**config.mk**
```make
export PLATFORM = sky130hd
export DESIGN_NAME = vga_sync_flat
export DESIGN_NICKNAME = d
export VERILOG_FILES = /design/src/rtl/vga_sync_if.sv /design/src/rtl/vga_sync.sv /design/src/flat_wrapper.sv
export SDC_FILE = /design/constraint.sdc
export NUM_CORES = 1
export LEC_CHECK = 0
export ABC_AREA = 1
export CORE_ASPECT_RATIO = 0.75
export CORE_MARGIN = 5
export CORE_UTILIZATION = 49
export DETAILED_ROUTE_END_ITERATION = 7
export MAX_ROUTING_LAYER = met4
export PLACE_DENSITY_LB_ADDON = 0.15
export SETUP_SLACK_MARGIN = 0.15
export SLEW_MARGIN = 20
export SYNTH_ARGS = -nofsm -noshare
export SYNTH_HDL_FRONTEND = slang
export SYNTH_SLANG_ARGS = --single-unit
```
**constraint.sdc**
```tcl
create_clock -name clk -period 3.8 [get_ports clk]
set_input_delay 0.76 -clock clk [delete_from_list [all_inputs] [get_ports clk]]
set_output_delay 0.76 -clock clk [all_outputs]
set_load 0.02 [all_outputs]
```
**src/rtl/vga_sync_if.sv**
```systemverilog
// Pixel coordinate / sync bus published by vga_sync to the display path.
interface vga_sync_if;
   logic       p_tick;
   logic       hsync;
   logic       vsync;
   logic       video_on;
   logic       frame_tick;
   logic [9:0] x;
   logic [9:0] y;

   modport master (output p_tick, hsync, vsync, video_on, frame_tick, x, y);
   modport slave  (input  p_tick, hsync, vsync, video_on, frame_tick, x, y);
endinterface

```
**src/rtl/vga_sync.sv**
```systemverilog
// Raster timing generator: pixel-enable divider, h/v counters, active-low syncs.
// CLK_DIV must be at least 2 so that p_tick is low while reset is held.
module vga_sync #(
   parameter int CLK_DIV   = 4,
   parameter int H_DISPLAY = 640,
   parameter int H_FRONT   = 16,
   parameter int H_SYNC    = 96,
   parameter int H_BACK    = 48,
   parameter int V_DISPLAY = 480,
   parameter int V_FRONT   = 10,
   parameter int V_SYNC    = 2,
   parameter int V_BACK    = 33
) (
   input  logic       clk,
   input  logic       reset,
   vga_sync_if.master o_vga
);

   localparam int H_TOTAL = H_DISPLAY + H_FRONT + H_SYNC + H_BACK;
   localparam int V_TOTAL = V_DISPLAY + V_FRONT + V_SYNC + V_BACK;
   localparam int DIV_W   = (CLK_DIV > 1) ? $clog2(CLK_DIV) : 1;

   localparam logic [DIV_W-1:0] DIV_LAST = DIV_W'(CLK_DIV - 1);
   localparam logic [9:0] H_LAST   = 10'(H_TOTAL - 1);
   localparam logic [9:0] V_LAST   = 10'(V_TOTAL - 1);
   localparam logic [9:0] H_VIS    = 10'(H_DISPLAY);
   localparam logic [9:0] V_VIS    = 10'(V_DISPLAY);
   localparam logic [9:0] HS_FIRST = 10'(H_DISPLAY + H_FRONT);
   localparam logic [9:0] HS_LAST  = 10'(H_DISPLAY + H_FRONT + H_SYNC - 1);
   localparam logic [9:0] VS_FIRST = 10'(V_DISPLAY + V_FRONT);
   localparam logic [9:0] VS_LAST  = 10'(V_DISPLAY + V_FRONT + V_SYNC - 1);

   logic [DIV_W-1:0] r_div_cnt;
   logic [9:0]       r_h_cnt;
   logic [9:0]       r_v_cnt;
   logic             r_hsync;
   logic             r_vsync;

   logic             w_p_tick;
   logic             w_h_end;
   logic             w_v_end;
   logic [9:0]       w_h_next;
   logic [9:0]       w_v_next;

   assign w_p_tick = (r_div_cnt == DIV_LAST);
   assign w_h_end  = (r_h_cnt == H_LAST);
   assign w_v_end  = (r_v_cnt == V_LAST);

   // Next raster position: x steps on each pixel strobe, y steps at end of line.
   always_comb begin
      w_h_next = r_h_cnt;
      w_v_next = r_v_cnt;
      if (w_p_tick) begin
         if (w_h_end) begin
            w_h_next = '0;
            w_v_next = w_v_end ? '0 : r_v_cnt + 10'd1;
         end else begin
            w_h_next = r_h_cnt + 10'd1;
         end
      end
   end

   // Pixel-enable divider, free-running modulo CLK_DIV.
   always_ff @(posedge clk) begin
      if (reset) begin
         r_div_cnt <= '0;
      end else if (w_p_tick) begin
         r_div_cnt <= '0;
      end else begin
         r_div_cnt <= r_div_cnt + DIV_W'(1);
      end
   end

   // Counters and syncs; syncs decode the next position so they move with x/y.
   always_ff @(posedge clk) begin
      if (reset) begin
         r_h_cnt <= '0;
         r_v_cnt <= '0;
         r_hsync <= 1'b1;
         r_vsync <= 1'b1;
      end else begin
         r_h_cnt <= w_h_next;
         r_v_cnt <= w_v_next;
         r_hsync <= !((w_h_next >= HS_FIRST) && (w_h_next <= HS_LAST));
         r_vsync <= !((w_v_next >= VS_FIRST) && (w_v_next <= VS_LAST));
      end
   end

   assign o_vga.p_tick     = w_p_tick;
   assign o_vga.hsync      = r_hsync;
   assign o_vga.vsync      = r_vsync;
   assign o_vga.video_on   = (r_h_cnt < H_VIS) && (r_v_cnt < V_VIS);
   assign o_vga.frame_tick = w_p_tick && w_h_end && w_v_end;
   assign o_vga.x          = r_h_cnt;
   assign o_vga.y          = r_v_cnt;

endmodule

```
**src/flat_wrapper.sv**
```systemverilog
// flat-port wrapper written by rule: the top's interface ports become plain ports
module vga_sync_flat 
#(
   parameter int CLK_DIV   = 4,
   parameter int H_DISPLAY = 640,
   parameter int H_FRONT   = 16,
   parameter int H_SYNC    = 96,
   parameter int H_BACK    = 48,
   parameter int V_DISPLAY = 480,
   parameter int V_FRONT   = 10,
   parameter int V_SYNC    = 2,
   parameter int V_BACK    = 33
)
  (clk, reset, o_vga_p_tick, o_vga_hsync, o_vga_vsync, o_vga_video_on, o_vga_frame_tick, o_vga_x, o_vga_y);
  vga_sync_if o_vga_i ();
  input  logic clk;
  input  logic reset;
  output wire logic [$bits(o_vga_i.p_tick)-1:0] o_vga_p_tick;
  output wire logic [$bits(o_vga_i.hsync)-1:0] o_vga_hsync;
  output wire logic [$bits(o_vga_i.vsync)-1:0] o_vga_vsync;
  output wire logic [$bits(o_vga_i.video_on)-1:0] o_vga_video_on;
  output wire logic [$bits(o_vga_i.frame_tick)-1:0] o_vga_frame_tick;
  output wire logic [$bits(o_vga_i.x)-1:0] o_vga_x;
  output wire logic [$bits(o_vga_i.y)-1:0] o_vga_y;
  assign o_vga_p_tick = o_vga_i.p_tick;
  assign o_vga_hsync = o_vga_i.hsync;
  assign o_vga_vsync = o_vga_i.vsync;
  assign o_vga_video_on = o_vga_i.video_on;
  assign o_vga_frame_tick = o_vga_i.frame_tick;
  assign o_vga_x = o_vga_i.x;
  assign o_vga_y = o_vga_i.y;
  vga_sync #(.CLK_DIV(CLK_DIV), .H_DISPLAY(H_DISPLAY), .H_FRONT(H_FRONT), .H_SYNC(H_SYNC), .H_BACK(H_BACK), .V_DISPLAY(V_DISPLAY), .V_FRONT(V_FRONT), .V_SYNC(V_SYNC), .V_BACK(V_BACK)) u_core (.clk(clk), .reset(reset), .o_vga(o_vga_i));
endmodule
```
# == Word level (Yosys, flattened, before mapping) ==
# Cells that the tools add are included.
# totals
reg_bits,24
in_bits,2
out_inout_bits,25
word_cells,30
# classes
n_addsub,3
magnitude_cmp,6
eq_ne,3
n_mux,5
n_reduce_logical,8
# op_table
operator,n
$mux W10,5
$add A10 B1 Y10 const B,2
$eq A10 B10 Y1 const B,2
$ge A10 B10 Y1 const B,1
$ge A10 B9 Y1 const B,1
$le A10 B10 Y1 const B,1
$le A10 B9 Y1 const B,1
$lt A10 B10 Y1 const B,1
$lt A10 B9 Y1 const B,1
$logic_and A1 B1 Y1,5
$add A2 B1 Y2 const B,1
$eq A2 B2 Y1 const B,1
$logic_not A1 Y1,2
$reduce_or A2 Y1,1

# == Logic depth before layout (Yosys ltp) ==
# Gate-level depths: netlist (run 1).
# depth
depth_word,7
ltp_mapped,11
ltp_nobuf,11

# == Worst setup path before layout (run 1) ==
# Ideal clock, no wire load.
# synth_timing
path_type,register to output
start,reg u_core.r_div_cnt[0]
end,out o_vga_frame_tick
arrival_ps,1514
required_time_ps,3040
slack_ps,1526
stages_incl_launch_ff,9
n_path_buf,1
cell_sequence,dfxtp_1 > ha_1 > nand2_2 > nor2_4 > nand2_4 > nor2_8 > buf_12 > nand2_1 > inv_1
# synth_via
elab_chain_cells,3
# synth_lines
item,line_no,text
"start, declared",vga_sync.sv:33,logic [DIV_W-1:0] r_div_cnt;
"start signal, assigned",vga_sync.sv:70,r_div_cnt <= r_div_cnt + DIV_W'(1);
$eq A2 B2 Y1,vga_sync.sv:45,assign w_p_tick = (r_div_cnt == DIV_LAST);
named net o_vga_p_tick,flat_wrapper.sv:18,output wire logic [$bits(o_vga_i.p_tick)-1:0] o_vga_p_tick;
$logic_and A1 B1 Y1 (2 in series),vga_sync.sv:93,assign o_vga.frame_tick = w_p_tick && w_h_end && w_v_end;
"end, declared",flat_wrapper.sv:22,output wire logic [$bits(o_vga_i.frame_tick)-1:0] o_vga_frame_tick;
# The timed path passes the listed nets, and every way through them passes these cells.

# == Worst setup path in the final report (run 1) ==
# layout_timing
start,reg u_core.r_div_cnt[0]
end,out o_vga_frame_tick
# layout_via
elab_chain_cells,3
# layout_lines
item,line_no
$eq A2 B2 Y1,vga_sync.sv:45
$logic_and A1 B1 Y1 (2 in series),vga_sync.sv:93
# Every way passes these cells.

==> PnR_summary.wiki, run 1 <==
{| class="wikitable"
! Metric !! Value
|-
| Status || finished clean
|-
| Via count of the first global-routing pass || roughly 1200
|-
| Cell Count Post-Placement || ~260
|-
| Post-Layout Cell Count || about 260
|-
| Yosys warning total || 0
|-
| Port buffer count || 26
|-
| Tightest Pin Transition || between 0.6 and 0.7 ns
|-
| Number of enable flip-flop cells after synthesis || 0
|-
| Die W || 70.5 µm
|-
| Initial detailed-routing violation count || 53
|-
| Number of gates resized after CTS || 0
|-
| Worst hold slack across all endpoints || 0.436 ns
|-
| Placer Congestion || ~0.89
|-
| RSZ-0062 raised after global routing || no
|-
| Critical Path, Cell by Cell || ha_1 -> nand2_2 -> nor2_4 -> nand2_4 -> nor2_8 -> nand2_1 -> inv_1 -> clkdlybuf4s50_1
|-
| Die outline height || ~55 µm
|-
| Sinks on the clock net || 24
|-
| Path class of the lowest-slack min-delay path || flip-flop to flip-flop
|-
| Power after layout || about 0.45 mW
|-
| Type of the worst setup path || flip-flop to primary output
|-
| Commonest non-fill, non-tap cells in the layout || 52 x sky130_fd_sc_hd__nand2_1, 32 x sky130_fd_sc_hd__nor2_1, 30 x sky130_fd_sc_hd__inv_1
|-
| Count of pins over their slew limit || 0
|-
| Share of the yosys chip area belonging to registers || 35.8%
|-
| Time the worst path needs with I/O delays and setup || 3.02 ns
|-
| Number of clock buffers inserted by TritonCTS || 3
|-
| Core region area || approximately 2600 µm²
|-
| Clock latency on the worst-skew pair || about 0.26 ns
|-
| Floorplan die area || 3900 µm²
|-
| Part of the cycle the worst path needs || between 70% and 80%
|-
| Total number of H-tree levels || 1
|-
| Power Density || around 270 nW/µm²
|-
| Antenna diode count || 0
|-
| TritonCTS clock tree || done
|-
| Detailed-route via count || about 1300
|-
| Initial Utilization || 51.2%
|-
| Final ANT Viol Nets || 0
|-
| Number of cells produced by synthesis || slightly below 200
|-
| Max-cap violations || 0
|-
| Multi-input gate area || 719 µm²
|-
| Seq cells post-synth || 24
|-
| Buffer type at the clock tree root || sky130_fd_sc_hd__clkbuf_8
|-
| Final setup skew || just under 0.004 ns
|-
| Library cells used by synthesis || 26
|-
| Lkg Pwr || about 0.72 nW
|-
| CP max stage cell || sky130_fd_sc_hd__clkdlybuf4s50_1
|-
| Synth top area share || between 30% and 40%
|-
| Number of iterations in the first detailed-routing pass || 4
|-
| Setup Total Neg Slack || 0 ns
|-
| Largest incremental delay on the critical path || roughly 0.6 ns
|-
| Most common library cell in the layout ignoring fill and taps || sky130_fd_sc_hd__nand2_1
|-
| Synthesized area divided by synthesized cell count || between 6 and 7 µm²
|-
| Timing-limited maximum frequency || roughly 330 MHz
|-
| Top cell type by total area after synthesis || sky130_fd_sc_hd__dfxtp_1
|-
| I/O pin count || 27
|-
| Post-layout util || roughly 64%
|-
| HPWL reported at the end of detailed placement || 2.52 mm
|-
| Worst path buffer plus inverter count || 2
|-
| Top flip-flop cell by instance count after synthesis || sky130_fd_sc_hd__dfxtp_1
|-
| Post-CTS Setup Inserts || 0
|-
| Pin count of the biggest net entering global routing || 19
|-
| Required time of the critical path || between 3 and 4 ns
|-
| P&R area growth vs syn || 24.8%
|-
| Post-Synthesis Cell Area || roughly 1300 µm²
|-
| Number of antenna violations at the first check in global routing || 0
|-
| Critical path capture point type || primary output
|-
| Biggest area contributors in the synthesized netlist || sky130_fd_sc_hd__dfxtp_1 36%, sky130_fd_sc_hd__nand2_1 15%, sky130_fd_sc_hd__nor2_1 8.9%, sky130_fd_sc_hd__inv_1 8.4%, sky130_fd_sc_hd__nand3_1 6.3%
|-
| Critical Path Source Type || flip-flop
|-
| Global-route wire length before repair || around 5.7 mm
|-
| Layout filler cell count || 246
|-
| Drt total wl || 3.24 mm
|-
| Peak supply drop || 0.000217 V
|-
| Post-cts hold buffer count || 0
|-
| Critical Path AT || roughly 2.3 ns
|-
| Routed len/inst || between 10 and 15 µm
|-
| Routed via count divided by cell count || ~5.0
|-
| Number of failing hold endpoints at the final stage || 0
|-
| Async SR Flop Fraction || 0%
|-
| Nets@finish || roughly 230
|-
| FF/Latch Area || 480 µm²
|-
| Std cell rows || 16
|-
| Number of design rule violations left after detail routing || 0
|-
| Fraction of layout instances using a drive strength above 1 || approximately 8%
|-
| Largest buffer count on any clock path || 2
|-
| CTS clock-pin slew for the worst setup and hold paths || approximately 0.08 ns
|-
| Global router's overall resource usage || between 10% and 20%
|-
| Post-synth net total || between 200 and 250
|-
| Worst slew margin relative to its limit || ~57%
|-
| Biggest fanout along the worst timing path || 18
|-
| Total congestion overflow after global routing || 0
|-
| Setup violators final || 0
|-
| Category of cells accounting for the largest share of critical-path delay || simple AND/OR/NAND/NOR gates
|}
-- synthesized netlist by cell type, types with 2 or more instances --
cell type and n:
sky130_fd_sc_hd__nor3_2 2, sky130_fd_sc_hd__nand2_1 52, sky130_fd_sc_hd__nand4_1 3, sky130_fd_sc_hd__nand3_1 17
sky130_fd_sc_hd__a211oi_1 2, sky130_fd_sc_hd__nor2_2 2, sky130_fd_sc_hd__inv_1 30, sky130_fd_sc_hd__nand3_2 2
sky130_fd_sc_hd__nor2_1 32, sky130_fd_sc_hd__nand2_2 2, sky130_fd_sc_hd__ha_1 4, sky130_fd_sc_hd__clkbuf_1 2
sky130_fd_sc_hd__xnor2_1 2, sky130_fd_sc_hd__nor3_1 2, sky130_fd_sc_hd__dfxtp_1 24, sky130_fd_sc_hd__o21ai_0 6
sky130_fd_sc_hd__a21oi_1 5
-- layout make-up --
| type | count | share of cell area [%] |
|---|---|---|
| Timing Repair Buffer | 26 | 15.5 |
| Sequential cell | 24 | 28.7 |
| Tap cell | 36 | 2.69 |
| Multi-Input combinational cell | 140 | 42.9 |
| Inverter | 31 | 6.94 |
| Clock buffer | 4 | 3.28 |
-- final timing paths --
| kind | startpoint | end | cells past startpoint | slack [ns] |
|---|---|---|---|---|
| setup / recovery | u_core.r_div_cnt[0] | o_vga_frame_tick | 8 | 0.78 |
| hold / removal | u_core.r_div_cnt[0] | u_core.r_div_cnt[0] | 1 | 0.44 |
| setup reg to reg | u_core.r_div_cnt[0] | u_core.o_vga.vsync | 10 | 1.95 |
| hold reg to reg | u_core.r_div_cnt[0] | u_core.r_div_cnt[0] | 1 | 0.44 |
-- power breakdown --
part | total (mW) | switching, mW | internal, mW
clock network | 0.173 | 0.0801 | 0.0924
logic | 0.0199 | 0.0129 | 0.00697
registers | 0.257 | 0.00179 | 0.255
-- kinds of logic after synthesis --
group	after synthesis	synth area share, %
simple gates	119	42.1
xor+xnor	2	1.30
buf+inv	34	10.7
fa+ha+maj	4	3.72
compound gates	15	6.42
flops	24	35.8
-- flip-flops by register name (all words and copies together), names as in the netlist --
signal / cells
u_core.o_vga.hsync: 1
u_core.o_vga.vsync: 1
u_core.r_div_cnt: 2
u_core.o_vga.y: 10
u_core.o_vga.x: 10
-- metal layers --
layer	up-vias	routed length (µm)	part of all wire, %	track usage [%]
met3	6	192	5.9	5.25
met5	-	0	0	-
met2	43	1400	43	26.8
met1	589	1620	50	24.8
met4	0	32	0.99	4.64
li1	672	-	-	-
-- through the flow --
step	setup WS [ns]	instance area [µm²]
finish	0.777	1680
global route	0.573	1680
CTS	0.760	1680
detailed placement	1.07	1620
global placement	1.12	1620
floorplan	1.53	1340
-- worst reg2reg max path, stage by stage (launching register included) --
cell	delay [ns]
sky130_fd_sc_hd__dfxtp_1	0.35
sky130_fd_sc_hd__ha_1	0.27
sky130_fd_sc_hd__nand2_2	0.12
sky130_fd_sc_hd__nor2_4	0.15
sky130_fd_sc_hd__nand2_4	0.08
sky130_fd_sc_hd__nor2_8	0.26
sky130_fd_sc_hd__nand2_1	0.10
sky130_fd_sc_hd__nand2_1	0.07
sky130_fd_sc_hd__nand2_1	0.07
sky130_fd_sc_hd__nor3_2	0.21
sky130_fd_sc_hd__nand2_1	0.07
Note: power is estimated with default switching activity, not from simulation.
==> inputs of run 2 (changes only) <==
- clock period: 3.8 -> 3 ns (I/O delays scaled with it)
==> run 2 against run 1 <==
Worst setup slack worse by 0.43 ns. Sequential power is 26% higher. Register-to-register slack worse by 0.92 ns. Die area stayed put. Largest cell class unchanged.
==> PnR_summary.wiki, run 2 (synthesis gave the netlist of run 1 again) <==
{| class="wikitable"
! Metric !! Value
|-
| Die outline height || 55.4 µm (unchanged)
|-
| Path class of the lowest-slack min-delay path || flip-flop to flip-flop (unchanged)
|-
| Port buffer count || 26 (unchanged)
|-
| Lkg Pwr || 0.728 nW (was 0.722 nW)
|-
| Number of failing hold endpoints at the final stage || 0 (unchanged)
|-
| Max-cap violations || 0 (unchanged)
|-
| Timing-limited maximum frequency || about 380 MHz
|-
| DR WL met3 || 213 µm (was 192 µm)
|-
| Number of design rule violations left after detail routing || 0 (unchanged)
|-
| Routed len/inst || 12.8 µm (was 12.4 µm)
|-
| Wl on met1 || 1.65 mm (was 1.62 mm)
|-
| P&R area growth vs syn || 25.3% (was 24.8%)
|-
| Critical Path AT || 2.05 ns (was 2.26 ns)
|-
| Sinks on the clock net || 24 (unchanged)
|-
| Commonest non-fill, non-tap cells in the layout || 52 x sky130_fd_sc_hd__nand2_1, 32 x sky130_fd_sc_hd__nor2_1, 30 x sky130_fd_sc_hd__inv_1 (unchanged)
|-
| Final setup skew || 0.00162 ns (was 0.00386 ns)
|-
| Largest buffer count on any clock path || 2 (unchanged)
|-
| I/O pin count || 27 (unchanged)
|-
| Initial Utilization || 51.2% (unchanged)
|-
| Number of clock buffers inserted by TritonCTS || 3 (unchanged)
|-
| Post-CTS Setup Inserts || 0 (unchanged)
|-
| DP Area || 1630 µm² (was 1620 µm²)
|-
| Antenna diode count || 0 (unchanged)
|-
| Uppermost signal routing layer after detailed routing || met4 (unchanged)
|-
| Worst slew margin relative to its limit || 60.0% (was 56.5%)
|-
| Number of gates resized after CTS || 0 (unchanged)
|-
| Nets@finish || 233 (was 232)
|-
| Part of the cycle the worst path needs || 88.5%
|-
| Tightest Pin Transition || 0.598 ns (was 0.650 ns)
|-
| Pin count of the biggest net entering global routing || 18 (was 19)
|-
| Status || finished clean (unchanged)
|-
| Power Density || 337 nW/µm² (was 268 nW/µm²)
|-
| Die W || 70.5 µm (unchanged)
|-
| Via count of the first global-routing pass || 1279 (was 1205)
|-
| Fraction of layout instances using a drive strength above 1 || 8.41% (was 8.00%)
|-
| Met2 routed WL || 1.43 mm (was 1.40 mm)
|-
| Number of iterations in the first detailed-routing pass || 4 (unchanged)
|-
| RSZ-0062 raised after global routing || no (unchanged)
|-
| Final ANT Viol Nets || 0 (unchanged)
|-
| Routed via count divided by cell count || 5.04 (was 5.02)
|-
| Initial detailed-routing violation count || 76 (was 53)
|-
| Worst hold slack across all endpoints || 0.433 ns (was 0.436 ns)
|-
| Type of the worst setup path || flip-flop to primary output (unchanged)
|-
| CTS clock-pin slew for the worst setup and hold paths || 0.08 ns (about the same)
|-
| Floorplan die area || 3900 µm² (unchanged)
|-
| Post-layout util || 64.2% (was 63.9%)
|-
| Core region area || 2620 µm² (unchanged)
|-
| Post-cts hold buffer count || 0 (unchanged)
|-
| Power after layout || 0.568 mW (was 0.449 mW)
|-
| Placer Congestion || 0.872 (was 0.894)
|-
| Buffer type at the clock tree root || sky130_fd_sc_hd__clkbuf_8 (unchanged)
|-
| Setup violators final || 0 (unchanged)
|-
| Global-route wire length before repair || 5.82 mm (was 5.65 mm)
|-
| Critical path capture point type || primary output (unchanged)
|-
| Drt total wl || 3.36 mm (was 3.24 mm)
|-
| HPWL reported at the end of detailed placement || 2.62 mm (was 2.52 mm)
|-
| Std cell rows || 16 (unchanged)
|-
| Global router's overall resource usage || 18.8% (was 18.4%)
|-
| Setup Total Neg Slack || 0 ns (unchanged)
|-
| Count of pins over their slew limit || 0 (unchanged)
|-
| Number of antenna violations at the first check in global routing || 0 (unchanged)
|-
| Largest incremental delay on the critical path || 0.59 ns (about the same)
|-
| Critical Path, Cell by Cell || ha_1 -> nand2_2 -> nor2_4 -> nand2_4 -> nor2_8 -> nand2_1 -> inv_1 -> clkdlybuf4s50_1 (unchanged)
|-
| Required time of the critical path || 2.40 ns (was 3.04 ns)
|-
| Total congestion overflow after global routing || 0 (unchanged)
|-
| Peak supply drop || 0.000320 V (was 0.000217 V)
|-
| CP max stage cell || sky130_fd_sc_hd__clkdlybuf4s50_1 (unchanged)
|-
| Clock latency on the worst-skew pair || 0.26 ns (about the same)
|-
| Total number of H-tree levels || 1 (unchanged)
|-
| Detailed-route via count || 1321 (was 1310)
|-
| Most common library cell in the layout ignoring fill and taps || sky130_fd_sc_hd__nand2_1 (unchanged)
|-
| Critical Path Source Type || flip-flop (unchanged)
|-
| TritonCTS clock tree || done (unchanged)
|-
| Final standard cell area without fillers || 1680 µm² (about the same)
|-
| Time the worst path needs with I/O delays and setup || roughly 2.7 ns
|-
| Biggest fanout along the worst timing path || 6 (was 18)
|}
[run 2: changes by cell type in the layout (fill, tap and decap cells not counted), sizes merged]
cell	delta
buf	+1
[run 2: final timing paths]
kind                       start                  end  slack, ns  depth (start not counted)
max          u_core.r_div_cnt[0]     o_vga_frame_tick       0.35                          8
min          u_core.r_div_cnt[0]  u_core.r_div_cnt[0]       0.43                          1
max reg2reg  u_core.r_div_cnt[0]   u_core.o_vga.vsync       1.03                         11
min reg2reg  u_core.r_div_cnt[0]  u_core.r_div_cnt[0]       0.43                          1
[run 2: per-stage QoR]
stage / setup WS, ns / cells
2_1_floorplan: 0.886 / 198
3_3_place_gp: 0.684 / 258
3_5_place_dp: 0.628 / 258
4_1_cts: 0.329 / 262
5_1_grt: 0.202 / 262
6_report: 0.346 / 262
[run 2: worst max-delay path: cells and delay by family, from the launching register on]
family / cells / cell delay, ns
buf+inv: 2 / 0.64
simple gates: 5 / 0.53
fa+ha+maj: 1 / 0.27
flops: 1 / 0.34
[run 2: final cells by class]
class | count | area (µm²)
inverters | 31 | 116
repair buffers | 27 | 268
fillers | 238 | 938
clock buffers | 4 | 55.1
flip-flops and latches | 24 | 480
well taps | 36 | 45.0
multi-input cells | 140 | 719
[run 2: layer usage]
metal	track usage, %	vias up
li1	-	682
met1	25.4	584
met5	-	-
met3	4.89	8
met2	27.7	47
met4	5.19	0
[run 2: power by group]
| group | total (mW) | switching [mW] | internal, mW | leakage [nW] |
|---|---|---|---|---|
| logic | 0.0252 | 0.0164 | 0.00886 | 0.505 |
| registers | 0.325 | 0.00232 | 0.323 | 0.194 |
| clock network | 0.218 | 0.100 | 0.117 | 0.0288 |
==> inputs of run 3 (changes only) <==
- TNS_END_PERCENT: unset -> 100
==> results of run 3 <==
Final layout, timing and power as in run 2 (identical DEF).
